## src/rtl/exa_crosb_traffic_generator_with_vcs_if.sv

```systemverilog
// Exanet link between a packet source and a crossbar input port.
// Header, payload and footer each get their own valid/ready pair; data is shared.
interface exa_crosb_traffic_generator_with_vcs_if;
    logic         header_valid;
    logic         payload_valid;
    logic         footer_valid;
    logic [127:0] data;
    logic         header_ready;
    logic         payload_ready;
    logic         footer_ready;

    modport master (
        output header_valid, payload_valid, footer_valid, data,
        input  header_ready, payload_ready, footer_ready
    );

    modport slave (
        input  header_valid, payload_valid, footer_valid, data,
        output header_ready, payload_ready, footer_ready
    );
endinterface

```

## src/rtl/exa_crosb_traffic_generator_with_vcs.sv

```systemverilog
// Exanet packet transmitter: turns descriptors into header/payload/footer words that a
// consumer can regenerate from source ID, sequence number and a free-running LFSR.
module exa_crosb_traffic_generator_with_vcs #(
    parameter logic [7:0]  P_SRC_ID   = 8'd0,
    parameter int          P_VC_NUM   = 4,
    parameter int          P_PRIO_NUM = 2,
    parameter int          P_PKT_WRAP = 128,
    parameter logic [31:0] P_SEED     = 32'hACE12345,
    localparam int         LOG_VC     = $clog2(P_VC_NUM),
    localparam int         LOG_PRIO   = $clog2(P_PRIO_NUM)
) (
    input  logic                     clk,
    input  logic                     reset,
    input  logic                     i_enable,
    input  logic                     i_desc_valid,
    output logic                     o_desc_ready,
    input  logic [7:0]               i_desc_dest,
    input  logic [LOG_VC-1:0]        i_desc_vc,
    input  logic [LOG_PRIO-1:0]      i_desc_prio,
    input  logic [13:0]              i_desc_size,
    exa_crosb_traffic_generator_with_vcs_if.master exa,
    output logic [31:0]              o_pkt_count,
    output logic                     o_busy
);

    typedef enum logic [1:0] {IDLE, HEADER, PAYLOAD, FOOTER} state_t;

    localparam logic [31:0] LFSR_TAPS = 32'h80200003;

    state_t        state;
    logic [31:0]   seq;
    logic [31:0]   lfsr;
    logic [63:0]   csum;
    logic [4:0]    nwords;
    logic [4:0]    word_idx;

    logic          accept;
    logic [13:0]   size_c_in;
    logic [4:0]    nwords_in;
    logic [31:0]   seq_inc;
    logic [31:0]   hdr_seq;
    logic [127:0]  hdr_word;
    logic [31:0]   lfsr_next;
    logic [63:0]   csum_next;

    function automatic logic [127:0] payload_word(input logic [31:0] s,
                                                  input logic [4:0]  idx,
                                                  input logic [31:0] l);
        return {s, 24'd0, P_SRC_ID, 16'd0, 11'd0, idx, l};
    endfunction

    // Reset gates ready directly so nothing is accepted while reset is held.
    assign o_desc_ready = ~reset & i_enable &
                          ((state == IDLE) | ((state == FOOTER) & exa.footer_ready));
    assign accept       = i_desc_valid & o_desc_ready;
    assign o_busy       = (state != IDLE);

    assign size_c_in = (i_desc_size > 14'd256) ? 14'd256 : i_desc_size;
    assign nwords_in = (size_c_in == 14'd0) ? 5'd0 : 5'(((size_c_in - 14'd1) >> 4) + 14'd1);

    // A descriptor accepted during the footer handshake belongs to the next sequence number.
    assign seq_inc  = (seq == 32'(P_PKT_WRAP - 1)) ? 32'd0 : seq + 32'd1;
    assign hdr_seq  = (state == FOOTER) ? seq_inc : seq;
    assign hdr_word = {16'd0, P_SRC_ID, i_desc_dest, 8'(i_desc_vc), 8'(i_desc_prio),
                       18'd0, size_c_in, 16'd0, hdr_seq};

    assign lfsr_next = {1'b0, lfsr[31:1]} ^ ({32{lfsr[0]}} & LFSR_TAPS);
    assign csum_next = csum ^ exa.data[63:0];

    // Each output word is built one cycle ahead and held in exa.data until its handshake.
    always_ff @(posedge clk or posedge reset) begin
        if (reset) begin
            state             <= IDLE;
            exa.header_valid  <= 1'b0;
            exa.payload_valid <= 1'b0;
            exa.footer_valid  <= 1'b0;
            exa.data          <= '0;
            seq               <= '0;
            lfsr              <= P_SEED;
            csum              <= '0;
            nwords            <= '0;
            word_idx          <= '0;
            o_pkt_count       <= '0;
        end else begin
            case (state)
                IDLE: begin
                    if (accept) begin
                        state            <= HEADER;
                        exa.header_valid <= 1'b1;
                        exa.data         <= hdr_word;
                        nwords           <= nwords_in;
                        csum             <= '0;
                    end
                end
                HEADER: begin
                    if (exa.header_ready) begin
                        exa.header_valid <= 1'b0;
                        word_idx         <= '0;
                        if (nwords != 5'd0) begin
                            state             <= PAYLOAD;
                            exa.payload_valid <= 1'b1;
                            exa.data          <= payload_word(seq, 5'd0, lfsr);
                        end else begin
                            state            <= FOOTER;
                            exa.footer_valid <= 1'b1;
                            exa.data         <= {seq, 32'd0, csum};
                        end
                    end
                end
                PAYLOAD: begin
                    if (exa.payload_ready) begin
                        lfsr <= lfsr_next;
                        csum <= csum_next;
                        if (word_idx == nwords - 5'd1) begin
                            state             <= FOOTER;
                            exa.payload_valid <= 1'b0;
                            exa.footer_valid  <= 1'b1;
                            exa.data          <= {seq, 32'd0, csum_next};
                        end else begin
                            word_idx <= word_idx + 5'd1;
                            exa.data <= payload_word(seq, word_idx + 5'd1, lfsr_next);
                        end
                    end
                end
                FOOTER: begin
                    if (exa.footer_ready) begin
                        exa.footer_valid <= 1'b0;
                        seq              <= seq_inc;
                        o_pkt_count      <= o_pkt_count + 32'd1;
                        if (accept) begin
                            state            <= HEADER;
                            exa.header_valid <= 1'b1;
                            exa.data         <= hdr_word;
                            nwords           <= nwords_in;
                            csum             <= '0;
                        end else begin
                            state    <= IDLE;
                            exa.data <= '0;
                        end
                    end
                end
                default: state <= IDLE;
            endcase
        end
    end

endmodule

```

## src/flat_wrapper.sv

```systemverilog
// flat-port wrapper written by rule: the top's interface ports become plain ports
module exa_crosb_traffic_generator_with_vcs_flat 
#(
    parameter logic [7:0]  P_SRC_ID   = 8'd0,
    parameter int          P_VC_NUM   = 4,
    parameter int          P_PRIO_NUM = 2,
    parameter int          P_PKT_WRAP = 128,
    parameter logic [31:0] P_SEED     = 32'hACE12345,
    localparam int         LOG_VC     = $clog2(P_VC_NUM),
    localparam int         LOG_PRIO   = $clog2(P_PRIO_NUM)
)
  (clk, reset, i_enable, i_desc_valid, o_desc_ready, i_desc_dest, i_desc_vc, i_desc_prio, i_desc_size, o_pkt_count, o_busy, exa_header_valid, exa_payload_valid, exa_footer_valid, exa_data, exa_header_ready, exa_payload_ready, exa_footer_ready);
  exa_crosb_traffic_generator_with_vcs_if exa_i ();
  input  logic clk;
  input  logic reset;
  input  logic i_enable;
  input  logic i_desc_valid;
  output logic o_desc_ready;
  input  logic [7:0] i_desc_dest;
  input  logic [LOG_VC-1:0] i_desc_vc;
  input  logic [LOG_PRIO-1:0] i_desc_prio;
  input  logic [13:0] i_desc_size;
  output logic [31:0] o_pkt_count;
  output logic o_busy;
  output wire logic [$bits(exa_i.header_valid)-1:0] exa_header_valid;
  output wire logic [$bits(exa_i.payload_valid)-1:0] exa_payload_valid;
  output wire logic [$bits(exa_i.footer_valid)-1:0] exa_footer_valid;
  output wire logic [$bits(exa_i.data)-1:0] exa_data;
  input wire logic [$bits(exa_i.header_ready)-1:0] exa_header_ready;
  input wire logic [$bits(exa_i.payload_ready)-1:0] exa_payload_ready;
  input wire logic [$bits(exa_i.footer_ready)-1:0] exa_footer_ready;
  assign exa_header_valid = exa_i.header_valid;
  assign exa_payload_valid = exa_i.payload_valid;
  assign exa_footer_valid = exa_i.footer_valid;
  assign exa_data = exa_i.data;
  assign exa_i.header_ready = exa_header_ready;
  assign exa_i.payload_ready = exa_payload_ready;
  assign exa_i.footer_ready = exa_footer_ready;
  exa_crosb_traffic_generator_with_vcs #(.P_SRC_ID(P_SRC_ID), .P_VC_NUM(P_VC_NUM), .P_PRIO_NUM(P_PRIO_NUM), .P_PKT_WRAP(P_PKT_WRAP), .P_SEED(P_SEED)) u_core (.clk(clk), .reset(reset), .i_enable(i_enable), .i_desc_valid(i_desc_valid), .o_desc_ready(o_desc_ready), .i_desc_dest(i_desc_dest), .i_desc_vc(i_desc_vc), .i_desc_prio(i_desc_prio), .i_desc_size(i_desc_size), .exa(exa_i), .o_pkt_count(o_pkt_count), .o_busy(o_busy));
endmodule
```

## config.mk

```make
export PLATFORM = sky130hd
export DESIGN_NAME = exa_crosb_traffic_generator_with_vcs_flat
export DESIGN_NICKNAME = d
export VERILOG_FILES = /design/src/rtl/exa_crosb_traffic_generator_with_vcs_if.sv /design/src/rtl/exa_crosb_traffic_generator_with_vcs.sv /design/src/flat_wrapper.sv
export SDC_FILE = /design/constraint.sdc
export NUM_CORES = 1
export LEC_CHECK = 0
export CAP_MARGIN = 30
export CORE_ASPECT_RATIO = 0.5
export CORE_MARGIN = 1
export CORE_UTILIZATION = 55
export CTS_CLUSTER_DIAMETER = 150
export DETAILED_ROUTE_END_ITERATION = 10
export PLACE_DENSITY_LB_ADDON = 0.08
export SYNTH_ARGS = -nofsm -noshare
export SYNTH_HDL_FRONTEND = slang
export SYNTH_SLANG_ARGS = --single-unit
```

## constraint.sdc

```tcl
create_clock -name clk -period 11.9 [get_ports clk]
set_input_delay 1.19 -clock clk [delete_from_list [all_inputs] [get_ports clk]]
set_output_delay 1.19 -clock clk [all_outputs]
set_load 0.1 [all_outputs]
```

==> impl_summary.txt, run 1 <==
----------------------------------------------------
[Setup path]
  CP most frequent cell ... sky130_fd_sc_hd__clkdlybuf4s50_1
  Worst Setup Start Kind ... input port
  Critical path, cell by cell ... clkdlybuf4s50_1 -> and2_1 -> nor2_1 -> nor3b_1 -> clkdlybuf4s50_1
  Total buffers and inverters traversed by the critical path ... 2
  Worst path top cell family by delay ... buffers and inverters
  Data arrival at the endpoint of the critical path ... 3.51 ns
  Max FO, Critical Path ... 6
  Crit-path max cell delay ... 1.16 ns
  Crit path kind ... input port to output pin
  Crit end category ... output pin
  CP max stage cell ... sky130_fd_sc_hd__clkdlybuf4s50_1
  Critical Path RT ... 10.71 ns

[Clocking]
  TritonCTS clock tree ... yes
  Maximum buffer depth of the clock tree ... 3
  Number of cells upsized or downsized after cts ... 0
  Clock transition time at the flip-flop clock pins of the worst setup and hold paths ... 0.06 ns
  TritonCTS Buffers ... 26
  Number of sinks handled by clock tree synthesis ... 274
  Clock tree root buffer cell ... sky130_fd_sc_hd__clkbuf_16
  Later-pin clock latency in the skew report ... 0.55 ns
  Post-CTS setup buffers ... 0
  Cts hold-fix bufs ... 0
  H-tree depth reported by CTS ... 1

[STA]
  Setup_tns ... 0 ns
  Final hold viol count ... 0
  Worst hold-check slack ... 0.481 ns
  Peak clock frequency supported by timing ... 0.213 GHz
  Worst clock skew on the final layout ... 0.0120 ns
  Fraction of the cycle the final worst path needs ... 0.395
  Final setup violation count ... 0
  Setup repair after global routing missed its margin ... false
  Normalized max-slew margin ... 0.287
  Final max-slew violation count ... 0
  Transition at the pin with the smallest max-transition slack ... 1.07 ns
  Final critical-path required period ... 4.70 ns

[Die]
  Standard-cell rows ... 42
  Total die area ... 0.0284 mm^2
  Horiz. Die Dim ... 237 um
  Count of boundary I/O pins ... 197
  Die height ... 120 um
  Effective utilization at floorplan ... 0.568
  Core region area ... 0.0268 mm^2

[Placement]
  Routability-driven placement congestion ratio ... 0.941
  Dpl hpwl ... 31700 um
  Port Buf Inserts ... 167

[Yosys]
  Top_reg_cell synth ... sky130_fd_sc_hd__dfrtp_1
  Mapped cell area ... 0.0152 mm^2
  Post-synthesis sequential area ratio ... 0.452
  Number of enable flip-flop cells after synthesis ... 0
  Share of synthesized registers carrying an async set or reset ... 1.00
  Average cell area after synthesis ... 9.31 um^2
  Synth Instances ... 1635
  Number of library cell types mapped by synthesis ... 82
  Synthesis-stage register bit count ... 274
  Number of warnings printed during yosys synthesis ... 0

[Finish]
  Most frequent standard cell in the layout excluding fill and tap cells ... sky130_fd_sc_hd__dfrtp_1
  Highest-count cells in the layout ignoring fill and taps ... sky130_fd_sc_hd__dfrtp_1, sky130_fd_sc_hd__o21ai_0, sky130_fd_sc_hd__clkdlybuf4s50_1
  Number of antenna diodes ... 0
  Final-stage net count ... 1778
  Area growth, synth to finish ... 17.9%
  Ratio of cells with drive above 1 in the final layout ... 0.0866

[Power]
  Total power consumption of the routed design ... 4.21 mW
  Pwr dens ... 234 mW/mm^2
  Leakage power figure ... 7.58 nW
  Peak ir drop on the vdd network ... 160 uV

[GRT]
  GRT Util Overall ... 0.339
  First-pass GRT wire length ... 75400 um
  Via count of the first global-routing pass ... 13124
  Number of antenna violations at the first check in global routing ... 0
  Maximum number of pins on one net before global-route repair ... 135
  Remaining global-route overflow ... 0

[Run]
  Max-cap violations ... 0

[Drt]
  Remaining number of nets flagged by the antenna check after routing ... 0
  Wire length per cell ... 22.9 um
  Final WL ... 48300 um
  Number of DRC violations after detailed-routing iteration 0 ... 1681
  Vias after detailed routing ... 13675
  DRC violation count after routing ... 0
  Length of the first detailed-routing pass in iterations ... 5
  Post-detailed-route via-to-cell ratio ... 6.49

[Hold path]
  Path type of the worst min-delay path ... register to register

[Status]
  Run status ... finished, final reports clean

----------------------------------------------------
[state kept, by name, indices dropped and copies added, names as in the netlist]
name                      count
u_core.exa.payload_valid      1
u_core.lfsr                  32
u_core.o_pkt_count           32
u_core.seq                   32
u_core.csum                  64
u_core.state                  2
u_core.nwords                 5
u_core.word_idx               5
u_core.exa.footer_valid       1
u_core.exa.header_valid       1
u_core.exa.data              99
[report_power, final]
part	switching, mW	total [mW]	internal (mW)
combinational	1.53	2.07	0.546
sequential	0.177	1.24	1.06
clock	0.375	0.891	0.516
[through the flow]
step            util  worst slack [ns]  instance area [um^2]  std cells
6_report       0.670              7.20                 17900       2108
2_1_floorplan      -              3.18                 15300       1663
5_1_grt        0.670              7.12                 17900       2108
4_1_cts        0.666              7.22                 17900       2105
3_5_place_dp   0.632              7.24                 17000       2057
3_3_place_gp   0.632              7.22                 17000       2057
[synthesized netlist by cell type (14+ instances only)]
cell | number | area share
sky130_fd_sc_hd__xnor2_1 | 79 | 0.045
sky130_fd_sc_hd__a22o_1 | 35 | 0.020
sky130_fd_sc_hd__clkbuf_1 | 100 | 0.025
sky130_fd_sc_hd__mux2i_1 | 26 | 0.017
sky130_fd_sc_hd__dfrtp_1 | 260 | 0.43
sky130_fd_sc_hd__a221oi_1 | 26 | 0.015
sky130_fd_sc_hd__mux2_2 | 44 | 0.033
sky130_fd_sc_hd__nand2_1 | 146 | 0.036
sky130_fd_sc_hd__nand3_1 | 35 | 0.012
sky130_fd_sc_hd__and3_1 | 24 | 0.0099
sky130_fd_sc_hd__xor2_1 | 53 | 0.031
sky130_fd_sc_hd__nor2_1 | 144 | 0.036
sky130_fd_sc_hd__o22ai_1 | 18 | 0.0074
sky130_fd_sc_hd__o21ai_0 | 218 | 0.072
sky130_fd_sc_hd__a21oi_1 | 35 | 0.012
sky130_fd_sc_hd__buf_4 | 30 | 0.015
sky130_fd_sc_hd__nor4_1 | 15 | 0.0062
sky130_fd_sc_hd__inv_1 | 32 | 0.0079
sky130_fd_sc_hd__dfstp_2 | 14 | 0.024
sky130_fd_sc_hd__o31ai_1 | 23 | 0.011
sky130_fd_sc_hd__nor3_1 | 37 | 0.012
sky130_fd_sc_hd__nand4_1 | 25 | 0.010
sky130_fd_sc_hd__a31oi_1 | 16 | 0.0066
[path summary, 6_finish.rpt]
kind                       cells after the start                    from                endpoint  slack, ns
hold reg to reg                                1  u_core.o_pkt_count[31]  u_core.o_pkt_count[31]       0.48
max in group asynchronous                      4                   reset     u_core.exa.data[36]       9.43
min in group asynchronous                      3                   reset         u_core.csum[10]       1.25
setup / recovery                               5        exa_footer_ready            o_desc_ready       7.20
setup reg to reg                               9         u_core.state[0]     u_core.exa.data[16]       8.22
hold / removal                                 1  u_core.o_pkt_count[31]  u_core.o_pkt_count[31]       0.48
[logic make-up (layout without fill, tap and decap cells)]
logic type | Yosys count | count (layout) | synth area share
compound gates | 472 | 472 | 0.203
xor+xnor | 133 | 133 | 0.0775
fa+ha+maj | 10 | 10 | 0.00822
buf+inv | 183 | 276 | 0.0545
flops | 274 | 274 | 0.452
mux | 70 | 70 | 0.0497
other cells | 1 | 29 | 0.000246
simple gates | 492 | 492 | 0.155
[layer usage]
layer | track usage | routed length (um)
met1 | 0.497 | 21100
met2 | 0.497 | 20800
met3 | 0.0913 | 5340
met4 | 0.0859 | 1150
met5 | 0 | 0
[cell type report]
class / count / area [um^2]
Fill cell: 2097 / 8860
Sequential cell: 274 / 6870
Timing Repair Buffer: 195 / 1940
Tap cell: 352 / 440
Clock buffer: 42 / 822
Clock inverter: 6 / 87.6
Inverter: 33 / 131
Multi-Input combinational cell: 1206 / 7650
[worst reg2reg max path, stage by stage (launching register included)]
cell and delay (ns):
sky130_fd_sc_hd__dfrtp_1 0.42, sky130_fd_sc_hd__inv_1 0.10, sky130_fd_sc_hd__ha_1 0.22, sky130_fd_sc_hd__buf_4 0.54, sky130_fd_sc_hd__nor2b_1 0.53, sky130_fd_sc_hd__a2111o_2 0.20
sky130_fd_sc_hd__buf_4 0.65, sky130_fd_sc_hd__nor2_1 0.48, sky130_fd_sc_hd__a22oi_1 0.29, sky130_fd_sc_hd__o21ai_0 0.11
(Power assumes the default switching activity.)
==> run 2, diff against run 1 <==
==> constraint.sdc (replaced) <==
create_clock -name clk -period 4.5 [get_ports clk]
set_input_delay 0.45 -clock clk [delete_from_list [all_inputs] [get_ports clk]]
set_output_delay 0.45 -clock clk [all_outputs]
set_load 0.1 [all_outputs]
==> impl_summary.txt, run 2 (synthesis gave the netlist of run 1 again) <==
----------------------------------------------------
[Status]
  Run status ... finished, final reports clean

[STA]
  Peak clock frequency supported by timing ... 0.274 GHz
  Worst clock skew on the final layout ... 0.0293 ns (+0.0173 ns)
  Final max-slew violation count ... 0 (unchanged)
  Final hold viol count ... 0 (unchanged)
  Setup_tns ... 0 ns (unchanged)
  Setup repair after global routing missed its margin ... false
  Fraction of the cycle the final worst path needs ... 0.811
  Transition at the pin with the smallest max-transition slack ... 1.04 ns (-0.0306 ns)
  Final critical-path required period ... 3.65 ns
  Worst hold-check slack ... 0.472 ns (-0.00849 ns)
  Final setup violation count ... 0 (unchanged)
  Setup slack of the critical path after layout ... 0.849 ns (-6.35 ns)
  Normalized max-slew margin ... 0.307 (+0.0205)

[Setup path]
  Crit end category ... output pin
  Crit path kind ... register to output pin
  Data arrival at the endpoint of the critical path ... 3.20 ns (-0.31 ns)
  Worst Setup Start Kind ... register
  Critical Path RT ... 4.05 ns (-6.66 ns)
  Max FO, Critical Path ... 17 (+11)

[Finish]
  Leading registers by flop count ... u_core.exa.data (99), u_core.csum (64)
  Highest-count cells in the layout ignoring fill and taps ... sky130_fd_sc_hd__dfrtp_1, sky130_fd_sc_hd__o21ai_0, sky130_fd_sc_hd__clkdlybuf4s50_1
  Area growth, synth to finish ... 18.6%
  Number of antenna diodes ... 0 (unchanged)
  Ratio of cells with drive above 1 in the final layout ... 0.0911 (+0.00455)
  Final-stage net count ... 1788 (+0.56%)
  Utilization of the core after routing ... 0.673 (+0.00355)
  Most frequent standard cell in the layout excluding fill and tap cells ... sky130_fd_sc_hd__dfrtp_1
  Number of fillers in the final layout ... 2119 (+1.0%)
  Max FFs per register ... 99 (unchanged)
  Most flop-heavy register ... u_core.exa.data

[Clocking]
  Clock tree root buffer cell ... sky130_fd_sc_hd__clkbuf_16
  Later-pin clock latency in the skew report ... 0.57 ns (+0.02 ns)
  TritonCTS clock tree ... yes
  Post-CTS setup buffers ... 0 (unchanged)
  H-tree depth reported by CTS ... 1 (unchanged)
  Number of cells upsized or downsized after cts ... 0 (unchanged)
  TritonCTS Buffers ... 27 (+3.8%)
  Number of sinks handled by clock tree synthesis ... 274 (unchanged)
  Clock transition time at the flip-flop clock pins of the worst setup and hold paths ... 0.07 ns (about the same)
  Maximum buffer depth of the clock tree ... 3 (unchanged)
  Cts hold-fix bufs ... 0 (unchanged)

[Power]
  Leakage power figure ... 7.64 nW (+0.81%)
  Peak ir drop on the vdd network ... 428 uV (+170%)
  Pwr dens ... 621 mW/mm^2 (+170%)
  Total power consumption of the routed design ... 11.2 mW (+170%)

[Drt]
  Remaining number of nets flagged by the antenna check after routing ... 0 (unchanged)
  Number of DRC violations after detailed-routing iteration 0 ... 1556 (-7.4%)
  Length of the first detailed-routing pass in iterations ... 6 (+1)
  Post-detailed-route via-to-cell ratio ... 6.43 (-0.96%)
  Vias after detailed routing ... 13615 (-0.44%)
  Wire length per cell ... 23.3 um (+1.6%)
  Final WL ... 49400 um (+2.2%)
  DRC violation count after routing ... 0 (unchanged)

[Die]
  Horiz. Die Dim ... 237 um (unchanged)
  Core region area ... 0.0268 mm^2 (unchanged)
  Effective utilization at floorplan ... 0.568 (unchanged)
  Total die area ... 0.0284 mm^2 (unchanged)
  Standard-cell rows ... 42 (unchanged)
  Count of boundary I/O pins ... 197 (unchanged)
  Die height ... 120 um (unchanged)

[Run]
  Max-cap violations ... 0 (unchanged)

[Hold path]
  Path type of the worst min-delay path ... register to register

[Placement]
  Dpl hpwl ... 33100 um (+4.4%)
  Setup Slack @ Placement ... 1.06 ns (-6.18 ns)
  Port Buf Inserts ... 167 (unchanged)
  Routability-driven placement congestion ratio ... 0.958 (+1.9%)

[GRT]
  GRT Util Overall ... 0.348 (+0.00850)
  Via count of the first global-routing pass ... 13093 (-0.24%)
  Maximum number of pins on one net before global-route repair ... 159 (+18%)
  Number of antenna violations at the first check in global routing ... 0 (unchanged)
  First-pass GRT wire length ... 76400 um (+1.3%)
  Remaining global-route overflow ... 0 (unchanged)

----------------------------------------------------
## run 2: where the power goes
group,switching (mW),internal (mW),leakage (nW)
Combinational,4.05,1.49,3.54
Clock,1.03,1.36,0.445
Sequential,0.466,2.81,3.65
Total,5.55,5.66,7.64
## run 2: final timing paths
path	start	endpoint	slack [ns]	depth (start not counted)
worst max register to register	u_core.state[0]	u_core.exa.data[8]	1.00	8
worst min register to register	u_core.o_pkt_count[31]	u_core.o_pkt_count[31]	0.47	1
worst min-delay path	u_core.o_pkt_count[31]	u_core.o_pkt_count[31]	0.47	1
worst max-delay path	u_core.state[0]	o_busy	0.85	6
max in group asynchronous	reset	u_core.csum[26]	3.26	3
min in group asynchronous	reset	u_core.csum[12]	0.60	3
## run 2: per-stage QoR
step / instance area [um^2] / cells
floorplan: 15300 / 1663
global placement: 17000 / 2066
detailed placement: 17100 / 2069
CTS: 18000 / 2119
global route: 18000 / 2119
finish: 18000 / 2119
## run 2: critical path: stages (launching register included)
cell and delay (ns):
sky130_fd_sc_hd__dfrtp_1 0.41, sky130_fd_sc_hd__inv_1 0.08, sky130_fd_sc_hd__ha_1 0.37, sky130_fd_sc_hd__buf_4 0.30, sky130_fd_sc_hd__inv_1 0.07, sky130_fd_sc_hd__buf_4 0.22
sky130_fd_sc_hd__clkdlybuf4s50_1 1.17
## run 2: cell type report
| type | instances | area (um^2) | share of cell area |
|---|---|---|---|
| Clock buffer | 39 | 761 | 0.0422 |
| Tap cell | 352 | 440 | 0.0244 |
| Inverter | 33 | 128 | 0.00707 |
| Timing Repair Buffer | 204 | 2030 | 0.113 |
| Clock inverter | 11 | 151 | 0.00839 |
| Multi-Input combinational cell | 1206 | 7650 | 0.424 |
| Sequential cell | 274 | 6870 | 0.381 |
## run 2: metal layers
layer,vias up,global-route usage,wire length (um),part of all wire
li1,6080,-,-,-
met1,6764,0.505,21600,0.44
met2,685,0.506,21400,0.43
met3,86,0.102,5330,0.11
met4,0,0.0911,1070,0.022
met5,-,0,0,0
